`src/rtl/pc_unit_pkg.sv`:
```
// Shared types and constants for the fetch-stage program-counter unit.
package pc_unit_pkg;

  typedef enum logic [2:0] {
    SEQ    = 3'd0,
    BRANCH = 3'd1,
    JAL    = 3'd2,
    JALR   = 3'd3,
    CALL   = 3'd4,
    RET    = 3'd5
  } pc_mode_t;

  localparam int unsigned INST_BYTES = 4;

endpackage

```
`src/rtl/pc_unit_ras.sv`:
```
// Return-address stack: circular buffer with a top pointer and an occupancy count.
module pc_unit_ras #(
  parameter int unsigned WIDTH     = 32,
  parameter int unsigned RAS_DEPTH = 4
) (
  input  logic             clock,
  input  logic             reset,
  input  logic             push,
  input  logic             pop,
  input  logic [WIDTH-1:0] wdata,
  output logic [WIDTH-1:0] rdata,
  output logic             empty,
  output logic             full
);

  localparam int unsigned AW = $clog2(RAS_DEPTH);
  localparam int unsigned PW = AW + 1;

  logic [WIDTH-1:0] mem [RAS_DEPTH];
  logic [PW-1:0]    ptr;
  logic [PW-1:0]    count;
  logic [AW-1:0]    inc_idx;
  logic [PW-1:0]    dec_ptr;

  // ptr addresses the top entry; a push writes the slot after it, so a
  // full stack silently overwrites its oldest entry.
  assign inc_idx = (ptr == PW'(RAS_DEPTH - 1)) ? '0 : ptr[AW-1:0] + AW'(1);
  assign dec_ptr = (ptr == '0) ? PW'(RAS_DEPTH - 1) : ptr - PW'(1);

  assign rdata = mem[ptr[AW-1:0]];
  assign empty = (count == '0);
  assign full  = (count == PW'(RAS_DEPTH));

  always_ff @(posedge clock) begin
    if (reset) begin
      ptr   <= '0;
      count <= '0;
    end else if (push) begin
      ptr <= {1'b0, inc_idx};
      if (!full) begin
        count <= count + PW'(1);
      end
    end else if (pop && !empty) begin
      ptr   <= dec_ptr;
      count <= count - PW'(1);
    end
  end

  always_ff @(posedge clock) begin
    if (!reset && push) begin
      mem[inc_idx] <= wdata;
    end
  end

endmodule

```
`src/rtl/pc_unit.sv`:
```
// Registered program counter with mode-selected next-PC, misalignment trap
// and a return-address stack for call/return prediction.
module pc_unit
  import pc_unit_pkg::*;
#(
  parameter int unsigned      WIDTH     = 32,
  parameter logic [WIDTH-1:0] RESET_PC  = '0,
  parameter int unsigned      RAS_DEPTH = 4
) (
  input  logic             clock,
  input  logic             reset,
  input  logic             stall,
  input  logic [2:0]       mode,
  input  logic             flag,
  input  logic [WIDTH-1:0] pcoffset,
  input  logic [WIDTH-1:0] rs1,
  output logic [WIDTH-1:0] pc,
  output logic [WIDTH-1:0] pcnext,
  output logic [WIDTH-1:0] linkaddr,
  output logic             taken,
  output logic             misaligned,
  output logic             ras_empty,
  output logic             ras_full
);

  logic [WIDTH-1:0] rel_target;
  logic [WIDTH-1:0] jalr_sum;
  logic [WIDTH-1:0] jalr_target;
  logic [WIDTH-1:0] ras_top;
  logic             push_req;
  logic             pop_req;
  logic             mis_now;
  logic             advance;

  assign linkaddr    = pc + WIDTH'(INST_BYTES);
  assign rel_target  = pc + pcoffset;
  assign jalr_sum    = rs1 + pcoffset;
  assign jalr_target = jalr_sum & ~WIDTH'(1);

  always_comb begin
    pcnext   = linkaddr;
    taken    = 1'b0;
    push_req = 1'b0;
    pop_req  = 1'b0;
    case (pc_mode_t'(mode))
      BRANCH: begin
        taken = flag;
        if (flag) pcnext = rel_target;
      end
      JAL: begin
        taken  = 1'b1;
        pcnext = rel_target;
      end
      JALR: begin
        taken  = 1'b1;
        pcnext = jalr_target;
      end
      CALL: begin
        taken    = 1'b1;
        pcnext   = rel_target;
        push_req = 1'b1;
      end
      RET: begin
        taken   = 1'b1;
        pcnext  = ras_empty ? jalr_target : ras_top;
        pop_req = !ras_empty;
      end
      default: ;
    endcase
  end

  assign mis_now = taken && (pcnext[1:0] != 2'b00);
  assign advance = !stall && !mis_now;

  always_ff @(posedge clock) begin
    if (reset) begin
      pc         <= RESET_PC;
      misaligned <= 1'b0;
    end else if (stall) begin
      misaligned <= 1'b0;
    end else begin
      misaligned <= mis_now;
      if (!mis_now) begin
        pc <= pcnext;
      end
    end
  end

  pc_unit_ras #(
    .WIDTH     (WIDTH),
    .RAS_DEPTH (RAS_DEPTH)
  ) u_ras (
    .clock (clock),
    .reset (reset),
    .push  (push_req && advance),
    .pop   (pop_req && advance),
    .wdata (linkaddr),
    .rdata (ras_top),
    .empty (ras_empty),
    .full  (ras_full)
  );

endmodule

```
`config.mk`:
```
export PLATFORM = sky130hd
export DESIGN_NAME = pc_unit
export DESIGN_NICKNAME = d
export VERILOG_FILES = /design/src/rtl/pc_unit_pkg.sv /design/src/rtl/pc_unit_ras.sv /design/src/rtl/pc_unit.sv
export SDC_FILE = /design/constraint.sdc
export NUM_CORES = 1
export LEC_CHECK = 0
export BUFFER_PORTS_ARGS = -buffer_cell sky130_fd_sc_hd__buf_2
export CAP_MARGIN = 20
export CELL_PAD_IN_SITES_DETAIL_PLACEMENT = 1
export CELL_PAD_IN_SITES_GLOBAL_PLACEMENT = 1
export CORE_MARGIN = 1.5
export CORE_UTILIZATION = 42
export CTS_BUF_LIST = sky130_fd_sc_hd__clkbuf_2 sky130_fd_sc_hd__clkbuf_4 sky130_fd_sc_hd__clkbuf_8
export CTS_CLUSTER_SIZE = 24
export DETAILED_ROUTE_END_ITERATION = 6
export HOLD_SLACK_MARGIN = 0.08
export PLACE_DENSITY_LB_ADDON = 0.1
export SLEW_MARGIN = 40
export SYNTH_ARGS = -nofsm -noshare
export SYNTH_HDL_FRONTEND = slang
export SYNTH_SLANG_ARGS = --single-unit
```
`constraint.sdc`:
```
create_clock -name clock -period 5 [get_ports clock]
set_clock_uncertainty 0.1 [all_clocks]
set_input_delay 1.5 -clock clock [delete_from_list [all_inputs] [get_ports clock]]
set_output_delay 1.5 -clock clock [all_outputs]
set_load 0.01 [all_outputs]
```
### Yosys cells after proc, flatten, opt, wreduce, memory -nomap -nowiden

Memories as Yosys holds them, arrays and structs flattened. A register that Yosys moved wholly into a read port is not among the register bits.
Index checks and enable logic that the tools add are counted.

* output and inout bits: 100
* bits in registers: 39
* word-level logic and storage cells: 60
* bits in writable memories: 128
* memories: 1
* input port bits: 71

* $add $sub $neg: 7
* equal/unequal tests: 8
* bitwise operators: 2
* mux-type cells: 17
* reductions and logical operators: 20

Memories
* u_ras.mem: depth 4, bits a word 32, read ports 1, clocked after memory_dff 1, write ports 1, RTL line pc_unit_ras.sv:19 `logic [WIDTH-1:0] mem [RAS_DEPTH];`

Operators by type and width (number)
* $pmux W32 S4: 1
* $add A32 B32 Y32: 2
* $mux W32: 2
* $add A32 B3 Y32 const B: 1
* $mux W3: 4
* $mux W2: 5
* $eq A3 B2 Y1 const B: 3
* $eq A3 B3 Y1 const B: 3
* $logic_and A1 B1 Y1: 6
* $logic_not A3 Y1: 2
* $reduce_or A2 Y1: 3
* $sub A3 B1 Y3 const B: 2
* $logic_not A1 Y1: 4
* $mux W1: 4
* $reduce_and A2 Y1: 2
* $reduce_bool A2 Y1: 2
* $reduce_or A4 Y1: 1
* $add A3 B1 Y3 const B: 1
* $eq A3 B1 Y1 const B: 1
* $add A2 B1 Y2 const B: 1
* $ne A2 B2 Y1 const B: 1
* $not A1 Y1: 2
* $pmux W1 S2: 1

### Longest topological paths before layout

Gate-level depths: netlist of the first run.

* depth in word-level cells: 13
* depth in mapped cells: 14

### By module

From an unflattened synthesis of the first run, not the netlist that was laid out.

* cell total of the unflattened synthesis: 1136
* area, all modules: 11542.3 µm²

Modules (own cells, without submodules)
* pc_unit: area each 6349.8 µm², cells an instance 902, seq. area each 660.6 µm², times used 1
* pc_unit_ras: area each 5192.5 µm², cells an instance 234, seq. area each 4003.8 µm², times used 1

### Worst setup path after synthesis of the first run

OpenSTA, ideal clock, no wires.

* kind: input to output
* start: input pcoffset[2]
* end: output pcnext[28]
* arrival: 3.700 ns
* stages on the path: 9
* path buffers: 0
* data required time: 3.400 ns
* slack: -0.300 ns
* cells stage by stage: ha_1 a21oi_1 o211a_1 or4b_1 o211ai_1 a31oi_1 o221a_1 mux2i_1 nand2_1

* word-level cells in the longest chain between the ends: 3
* elaborated cells on any way between the ends: 5

RTL lines
* from (decl): RTL line pc_unit.sv:15 `input logic [WIDTH-1:0] pcoffset,`
* $add A32 B32 Y32, on equally long branches: RTL line pc_unit.sv:37, pc_unit.sv:36
* $mux W32, on equally long branches: RTL line pc_unit.sv:65, pc_unit.sv:48
* $pmux W32 S4 (*): RTL line pc_unit.sv:45 `case (pc_mode_t'(mode))`
* to (decl): RTL line pc_unit.sv:18 `output logic [WIDTH-1:0] pcnext,`

Mark *: on every way between the ends. The rest lies on a longest branch, timed or not.

### Worst setup path after layout of the first run

* start: input pcoffset[0]
* end: output pcnext[24]

The elaborated chain is that of the path after synthesis.

==> flow_summary.ini, run 1 <==
[die]
core_um2 = 26700
fp.dieH_um = 167
initial_core_util_pct = 42.5
rows = 60
io-pin-count = 171
die_area_um2 = 28000
die_width_um = 167

[hold_path]
min_path_cells = 2
whs_endpoint = u_ras.ptr[2]
hp-start = u_ras.ptr[2]
min_path_type = reg -> reg

[power]
cellPowerDensity_nw_per_um2 = 287
ir_drop_v = 0.000239
total_power_uw = 4840
p_leak_uw = 0.00720

[layout]
postLayoutCoreUtil_pct = 63.2
drive_gt1_share_pct = 46.4
multi_input_area_um2 = 7500
seqCellArea_um2 = 4670
nFillCells = 2923
fin_nets = 1733
syn2layout_area_growth_pct = 48.7
fin_cells = 1946
n_antenna_cell = 0

[critical_path]
reg2reg_from = pc[0]
arrival_ns = 4.17
path_class = in -> out
r2r_end = pc[14]
start_kind = input pin
path_common_cell = buf_4
path_cells = buf_6 -> and2_4 -> fa_2 -> a21oi_2 -> o211a_1 -> or4b_4 -> o211ai_1 -> buf_4 -> buf_4 -> a31oi_2 -> mux2i_1 -> a211o_1 -> buf_2
worst_path_max_delay_cell = or4b_4
reg2reg_slack_ns = 0.98
cpPeakStageDelay_ns = 0.57
critPathCaptureType = output port
path_max_fanout = 4
worstPathRequired_ns = 3.40
reg2regPathDepth = 24

[sta]
finalSetupViolCount = 28
rsz0062_at_grt = yes
hold_viol = 0
drv_slew = 0
tightest_slew_ns = 0.760
max_freq_ghz = 0.173
maxSlewHeadroom_pct = 48.9
layout_setup_ws_ns = -0.769
finalCriticalPeriod_ns = 5.77
tns_ns = -13.89
holdWs_ns = 0.458
finalCritPeriodShare_pct = 115

[logic_synthesis]
synth.avg_cell_area_um2 = 10.2
synthDistinctLibCells = 79
async_flop_share_pct = 0
ys_ff_latch = 169
seq_area_frac_synth_pct = 41.1
synth_area_leader_cell = edfxtp_1
synth_nets = 1255
synth_edf_count = 128
synth_area_um2 = 11400
synth_common_cells = edfxtp_1, nor2_1, nand2_1
synth-main-ff-cell = edfxtp_1
postSynthCellCount = 1114
synth_top_area_share_pct = 33.9
post-synth-top-count-cell = edfxtp_1
synth_area_leaders = edfxtp_1, ha_1, dfxtp_1, mux4_2, nor2_1
synth_warnings = 0

[run]
cap_viol_max_count = 0

[clocking]
hold_buffers = 0
clockRootBuffer = clkbuf_8
cts_tree = built
numCtsBuffers = 17
path_clk_slew_ns = 0.11
clock_latency_ns = 0.48
htreeDepth = 4
clockBufferDepth = 2
cts_sinks = 169

[placement]
place_hpwl_um = 35400
gp_congestion = 0.928
portBuffers = 170
dp.cells = 1857

[route]
ant_nets = 0
firstDrtPassIters = 5
drt_iter0_drc = 1224
drt_wl_total_um = 50200
vias = 12000
drc_errors = 0
wire_per_inst_um = 25.8
viasPerCell = 6.17

[grt]
antenna_found_initial = 0
grt_use_total_pct = 33.8
grt-ovfl-total = 0
grt_pass1_wl_um = 71500
grt_max_degree = 36
grt_pass1_vias = 12000

[status]
violations = setup timing
outcome = finished, violations left
how the worst max path moves through the flow:
stage,cells past startpoint,from,slack [ns],end
2_1_floorplan,10,pcoffset[0],-0.24,pcnext[28]
3_3_place_gp,12,pcoffset[0],-0.75,pcnext[28]
3_5_place_dp,12,pcoffset[7],-0.82,pcnext[29]
4_1_cts,13,pcoffset[0],-0.63,pcnext[28]
5_1_grt,13,pcoffset[0],-0.81,pcnext[28]
6_report,13,pcoffset[0],-0.77,pcnext[24]
placed cells by master (no fill, tap or decap), types with 9 or more instances in the layout:
master,n
edfxtp_1,128
buf_2,159
a21o_1,36
and2_1,9
ha_4,22
a31oi_1,9
nor3_1,18
nand2_1,78
ha_1,43
nand2b_1,10
nand4_1,22
dfxtp_1,40
a21oi_2,15
inv_1,39
buf_4,312
xnor2_1,32
clkbuf_8,17
o21ai_0,32
and3_1,16
mux4_2,32
xor2_1,23
a21oi_1,46
mux2i_1,12
a211oi_1,10
a311oi_1,10
nand3_1,26
buf_6,35
o21a_1,14
nor2_1,98
final cells by class:
| class | count | area share [%] |
|---|---|---|
| multi-input combinational | 847 | 44.4 |
| sequential | 169 | 27.6 |
| timing repair buffer | 517 | 22.1 |
| tap | 341 | 2.53 |
| clock buffer | 17 | 1.39 |
| clock inverter | 15 | 1.04 |
| inverter | 40 | 0.889 |
metrics by stage:
| step | worst slack (ns) | cell area (um2) |
|---|---|---|
| after global routing | -0.814 | 16900 |
| after CTS | -0.627 | 16400 |
| after global placement | -0.755 | 14900 |
| final | -0.769 | 16900 |
| after detailed placement | -0.824 | 14900 |
| after floorplan | -0.245 | 11600 |
critical path: cells and delay by family:
kind                     cells  cell delay, ns
adder cells (fa/ha/maj)      1            0.25
buffers and inverters        4            0.51
AND/OR/NAND/NOR              2            0.72
multiplexers                 1            0.17
AO/OA/AOI/OAI                5            1.00
routing by layer:
metal  GRT usage (%)  part of all wire (%)  vias up
met5               0                     0        -
met4            13.7                   4.6        0
met3            3.92                   6.6      155
met2            54.2                    47      588
met1            46.6                    42     6014
li1                -                     -     5246
flip-flops by register name, summed over array words and instances, names as in the netlist, named ones only:
register / count
misaligned: 1
pc: 32
u_ras.count: 3
u_ras.mem: 128
u_ras.ptr: 3
logic make-up after synthesis:
group / count (synthesis) / synth area share, %
AND/OR/NAND/NOR: 350 / 15.1
AO/OA/AOI/OAI: 314 / 19.6
adder cells (fa/ha/maj): 70 / 7.91
flip-flops: 169 / 41.1
XOR/XNOR: 67 / 5.17
multiplexers: 46 / 7.59
buffers and inverters: 98 / 3.57
power breakdown:
group | internal, uW | switching [uW] | total [uW]
combinational | 1000 | 1170 | 2170
clock | 424 | 595 | 1020
sequential | 1570 | 83.1 | 1650
what timing repair did:
item / 4_1_cts / 5_1_grt
pin swaps: 67 / 49
endpoints found under the setup margin: 28 / 30
gates cloned: 0 / 0
setup buffers: 45 / 27
hold endpoints to repair: 0 / 0
gates resized for setup: 143 / 78
No activity file was read; power rests on OpenSTA's default activity.
==> run 2, diff against run 1 <==
--- a/config.mk
+++ b/config.mk
@@ -5,12 +5,13 @@
 export SDC_FILE = /design/constraint.sdc
 export NUM_CORES = 1
 export LEC_CHECK = 0
+export ABC_AREA = 1
 export BUFFER_PORTS_ARGS = -buffer_cell sky130_fd_sc_hd__buf_2
 export CAP_MARGIN = 20
 export CELL_PAD_IN_SITES_DETAIL_PLACEMENT = 1
 export CELL_PAD_IN_SITES_GLOBAL_PLACEMENT = 1
 export CORE_MARGIN = 1.5
-export CORE_UTILIZATION = 42
+export CORE_UTILIZATION = 39
 export CTS_BUF_LIST = sky130_fd_sc_hd__clkbuf_2 sky130_fd_sc_hd__clkbuf_4 sky130_fd_sc_hd__clkbuf_8
 export CTS_CLUSTER_SIZE = 24
 export DETAILED_ROUTE_END_ITERATION = 6
==> run 2 against run 1 <==
The flow still finishes with violations (setup timing). Clock power is 7% lower. Combinational power down 18%. Cell area is 3.0% lower. Global-route usage decreased by 3.3 points. Synthesized cell count up 54%.
==> flow_summary.ini, run 2 <==
[power]
clkPwrFrac_pct = 21.6
combPwrFrac_pct = 40.3
p_leak_uw = 0.00743
cellPowerDensity_nw_per_um2 = 268
swShare_pct = 39.5
pwr-share-seq_pct = 38.1
switchingPower_uw = 1740
total_power_uw = 4390
ir_drop_v = 0.000168
internal-power_uw = 2660

[logic_synthesis]
yosys.area_share.adder_pct = 7.29
synth_nets = 1858
synthDistinctLibCells = 48
synth_area_um2 = 12300
synth_area_leaders = edfxtp_1, nand2_1, ha_1, nor2_1, dfxtp_1
synth-compound-area-share_pct = 12.6
seq_area_frac_synth_pct = 37.8
post-synth-top-count-cell = nand2_1
ys_ff_latch = 169
synth_top_family_by_area = simple AND/OR/NAND/NOR gates
synth-main-ff-cell = edfxtp_1
postSynthCellCount = 1717
muxShareOfSynthArea_pct = 0
synth-xor-area-share_pct = 2.24
synth_area_leader_cell = edfxtp_1
synth_top_area_share_pct = 31.2
synth_common_cells = nand2_1, nor2_1, inv_1
synth_edf_count = 128
synthSimpleGateAreaFrac_pct = 31.6
synth_warnings = 0
async_flop_share_pct = 0
synth.avg_cell_area_um2 = 7.18

[grt]
grt-ovfl-total = 0
grt_use_total_pct = 30.5
grt_pass1_vias = 13100
grt_pass1_wl_um = 76100
antenna_found_initial = 1
grt_max_degree = 63

[clocking]
clockRootBuffer = clkbuf_8
path_clk_slew_ns = 0.09
cts_sinks = 169
htreeDepth = 4
clock_latency_ns = 0.50
numCtsBuffers = 17
clockBufferDepth = 2
cts_tree = built

[layout]
top_register = u_ras.mem
fin_cells = 2439
top_regs = u_ras.mem x128, pc x32
largest_reg_flops = 128
mostFrequentLayoutCells = nand2_1, inv_1, nor2_1
n_antenna_cell = 0
final_common_cell = nand2_1
final_area_um2 = 16400
syn2layout_area_growth_pct = 33.0
fin_nets = 2171
drive_gt1_share_pct = 31.9

[die]
rows = 64
die_area_um2 = 32700
io-pin-count = 171
fp.dieH_um = 181
die_width_um = 181
initial_core_util_pct = 40.0
core_um2 = 30800

[critical_path]
worst_path_max_delay_cell = ha_2
start_kind = input pin
cpPeakStageDelay_ns = 0.33
path_cells = buf_2 -> ha_2 -> a21oi_2 -> inv_1 -> nand2_1 -> nand3_4 -> nand2_2 -> nand2_4 -> buf_4 -> xor2_1 -> nand2_1 -> nand4_1 -> buf_2
critPathCaptureType = output port
path_max_fanout = 5
path_class = in -> out
worstPathRequired_ns = 3.40
arrival_ns = 3.43

[route]
viasPerCell = 5.51
firstDrtPassIters = 7
drt_wl_total_um = 51700
ant_nets = 0
drt_iter0_drc = 835
wire_per_inst_um = 21.2
drc_errors = 0
vias = 13400

[sta]
finalCriticalPeriod_ns = 5.03
rsz0062_at_grt = yes
drv_slew = 0
finalSetupViolCount = 4
tightest_slew_ns = 0.729
finalCritPeriodShare_pct = 101
hold_viol = 0
max_freq_ghz = 0.199
maxSlewHeadroom_pct = 51.3
tns_ns = -0.0511
layout_setup_ws_ns = -0.0264
holdWs_ns = 0.427

[placement]
gp_congestion = 0.901
portBuffers = 170
place_hpwl_um = 39200
dp.cells = 2393
placed_area_um2 = 14700

[status]
outcome = finished, violations left
violations = setup timing

[hold_path]
min_path_type = reg -> reg

[run]
cap_viol_max_count = 0
-- run 2: critical path: cells and delay by family --
| kind | cells | cell delay [ns] |
|---|---|---|
| fa+ha+maj | 1 | 0.33 |
| buf+inv | 4 | 0.56 |
| xor+xnor | 1 | 0.15 |
| simple gates | 6 | 0.66 |
| compound gates | 1 | 0.22 |
-- run 2: worst paths after layout --
path / startpoint / endpoint / slack, ns / cells after the start
max: pcoffset[5] / pcnext[12] / -0.03 / 13
min: u_ras.count[1] / u_ras.count[1] / 0.43 / 2
max reg2reg: flop / u_ras.mem[3][23] / 1.91 / 14
min reg2reg: u_ras.count[1] / u_ras.count[1] / 0.43 / 2
-- run 2: layout make-up --
type                       count  area (um2)
clock buffer                  17         234
clock inverter                15         128
fill                        3891       14400
inverter                     222         838
multi-input combinational   1284        7850
sequential                   169        4660
tap                          396         495
timing repair buffer         336        2180
-- run 2: metal layers --
layer / GRT usage [%] / wire [um] / vias to the layer above / share of wire [%]
li1: - / - / 6347 / -
met1: 40.8 / 23200 / 6619 / 45
met2: 52.1 / 24700 / 396 / 48
met3: 3.33 / 2250 / 75 / 4.4
met4: 8.37 / 1500 / 2 / 2.9
met5: 0 / 13 / - / 0.025
-- run 2: metrics by stage --
stage / setup WS (ns) / utilization (%)
after floorplan: 0.265 / -
after global placement: -0.302 / 47.5
after detailed placement: -0.323 / 47.5
after CTS: -0.00462 / 50.1
after global routing: -0.155 / 53.1
final: -0.0264 / 53.1
-- run 2: what timing repair did --
action,4_1_cts,5_1_grt
gates resized for setup,88,204
setup buffers,8,6
pin swaps,28,62
setup endpoints to repair,26,28
hold buffers,0,0
-- run 2: cell families (layout without fill, tap and decap cells) --
logic type | Yosys count | in the layout
buffers and inverters | 264 | 590
and+or+nand+nor | 898 | 898
DFF | 169 | 169
adders and majority gates | 70 | 70
xor gates and xnor gates | 29 | 29
AOI/OAI and AO/OA | 287 | 287
-- run 2: power groups by stage --
stage / logic, uW / clock network [uW] / registers [uW]
finish: 1770 / 948 / 1670
CTS: 1580 / 955 / 1670
floorplan: 811 / 0 / 1670
detailed placement: 1500 / 0 / 1700
global placement: 1470 / 0 / 1690
global route: 1920 / 1000 / 1680
==> run 3, diff against run 2 <==
--- a/config.mk
+++ b/config.mk
@@ -21,3 +21,4 @@
 export SYNTH_ARGS = -nofsm -noshare
 export SYNTH_HDL_FRONTEND = slang
 export SYNTH_SLANG_ARGS = --single-unit
+export TNS_END_PERCENT = 1
==> run 3 against run 2 <==
Fmax about the same. Flip-flop and latch count is the same. Combinational power is 2% lower. The run still ends with setup timing left.
==> flow_summary.ini, run 3 (synthesis results as in run 2) <==
[status]
outcome = finished, violations left
violations = setup timing

[layout]
syn2layout_area_growth_pct = 31.1
n_antenna_cell = 0
fin_cells = 2437
top_register = u_ras.mem
fin_nets = 2169
mostFrequentLayoutCells = nand2_1, inv_1, nor2_1
largest_reg_flops = 128
final_area_um2 = 16200
drive_gt1_share_pct = 30.1
final_common_cell = nand2_1
top_regs = u_ras.mem x128, pc x32

[route]
firstDrtPassIters = 5
ant_nets = 0
drt_iter0_drc = 788
viasPerCell = 5.52
wire_per_inst_um = 21.0
drc_errors = 0
drt_wl_total_um = 51200
vias = 13400

[critical_path]
worst_path_max_delay_cell = fa_2
start_kind = input pin
path_class = in -> out
reg2reg_slack_ns = 1.90
critPathTopFamily = simple AND/OR/NAND/NOR gates
path_cells = buf_8 -> nand2_2 -> inv_1 -> fa_2 -> nand3_1 -> nand3_2 -> nand2_2 -> nand2_2 -> nand3_1 -> nand2_2 -> or2_2 -> nand3_2 -> nand4_1 -> buf_2
worstPathRequired_ns = 3.40
path_max_fanout = 4
cp-startpoint = pcoffset[0]
crit_buf_inv = 3
path_common_cell = nand2_2
cpPeakStageDelay_ns = 0.35
critPathCaptureType = output port
arrival_ns = 3.42

[clocking]
hold_buffers = 0
path_clk_slew_ns = 0.09
htreeDepth = 4
clockBufferDepth = 2
cts_tree = built
cts_sinks = 169
clockRootBuffer = clkbuf_8
numCtsBuffers = 17
clock_latency_ns = 0.50

[die]
core_um2 = 30800
initial_core_util_pct = 40.0
die_width_um = 181
fp.dieH_um = 181
die_area_um2 = 32700
io-pin-count = 171
rows = 64

[sta]
finalSetupViolCount = 3
finalCritPeriodShare_pct = 100
tns_ns = -0.0267
holdWs_ns = 0.427
layout_setup_ws_ns = -0.0217
tightest_slew_ns = 0.725
max_freq_ghz = 0.199
hold_viol = 0
maxSlewHeadroom_pct = 51.6
rsz0062_at_grt = yes
drv_slew = 0
finalCriticalPeriod_ns = 5.02

[grt]
grt_max_degree = 63
grt_pass1_wl_um = 75600
antenna_found_initial = 0
grt-ovfl-total = 0
grt_use_total_pct = 30.3
grt_pass1_vias = 13000

[placement]
dp.cells = 2393
place_hpwl_um = 39200
placed_area_um2 = 14700
gp_congestion = 0.901
portBuffers = 170

[run]
cap_viol_max_count = 0

[power]
ir_drop_v = 0.000170
cellPowerDensity_nw_per_um2 = 269
p_leak_uw = 0.00738

[hold_path]
min_path_type = reg -> reg
hp-start = u_ras.count[1]
## run 3: power by group
part,switching [uW],leakage (uW),total (uW),internal (uW)
logic,1060,0.00570,1730,671
clock network,552,0.000180,945,393
registers,99.7,0.00151,1670,1570
total,1710,0.00738,4350,2640
## run 3: layer usage
layer  GRT usage [%]  routed length [um]  vias to the layer above
met4            8.40                1300                        0
met2            51.6               24500                      405
li1                -                   -                     6342
met3            3.20                2400                       68
met5               0                   0                        -
met1            40.7               23000                     6631
## run 3: worst paths after layout
path | end | cells past startpoint
max | pcnext[14] | 14
min | u_ras.count[1] | 2
max reg2reg | u_ras.mem[0][31] | 14
min reg2reg | u_ras.count[1] | 2
## run 3: stage by stage
step / util, % / worst slack, ns / total power, uW
after floorplan: - / 0.265 / 2480
after global placement: 47.5 / -0.302 / 3160
after detailed placement: 47.5 / -0.323 / 3200
after CTS: 49.7 / -0.0332 / 4180
after global routing: 52.4 / -0.129 / 4550
final: 52.4 / -0.0217 / 4350
## run 3: area by class of cell
cell class,count,area [um2]
flip-flops and latches,169,4660
well taps,396,495
repair buffers,334,2150
clock buffers,17,234
clock inverters,15,128
inverters,222,838
fillers,3923,14700
multi-input cells,1284,7640
## run 3: tightest hold or removal path, stage by stage (launching register included)
cell,delay [ns]
dfxtp_1,0.34
nand3_1,0.08
a21oi_1,0.06
## run 3: repair_timing
action                     in CTS  in global routing
resized for setup              69                177
setup buffers                   7                  5
setup endpoints to repair      26                 28
pin swaps                      28                 47
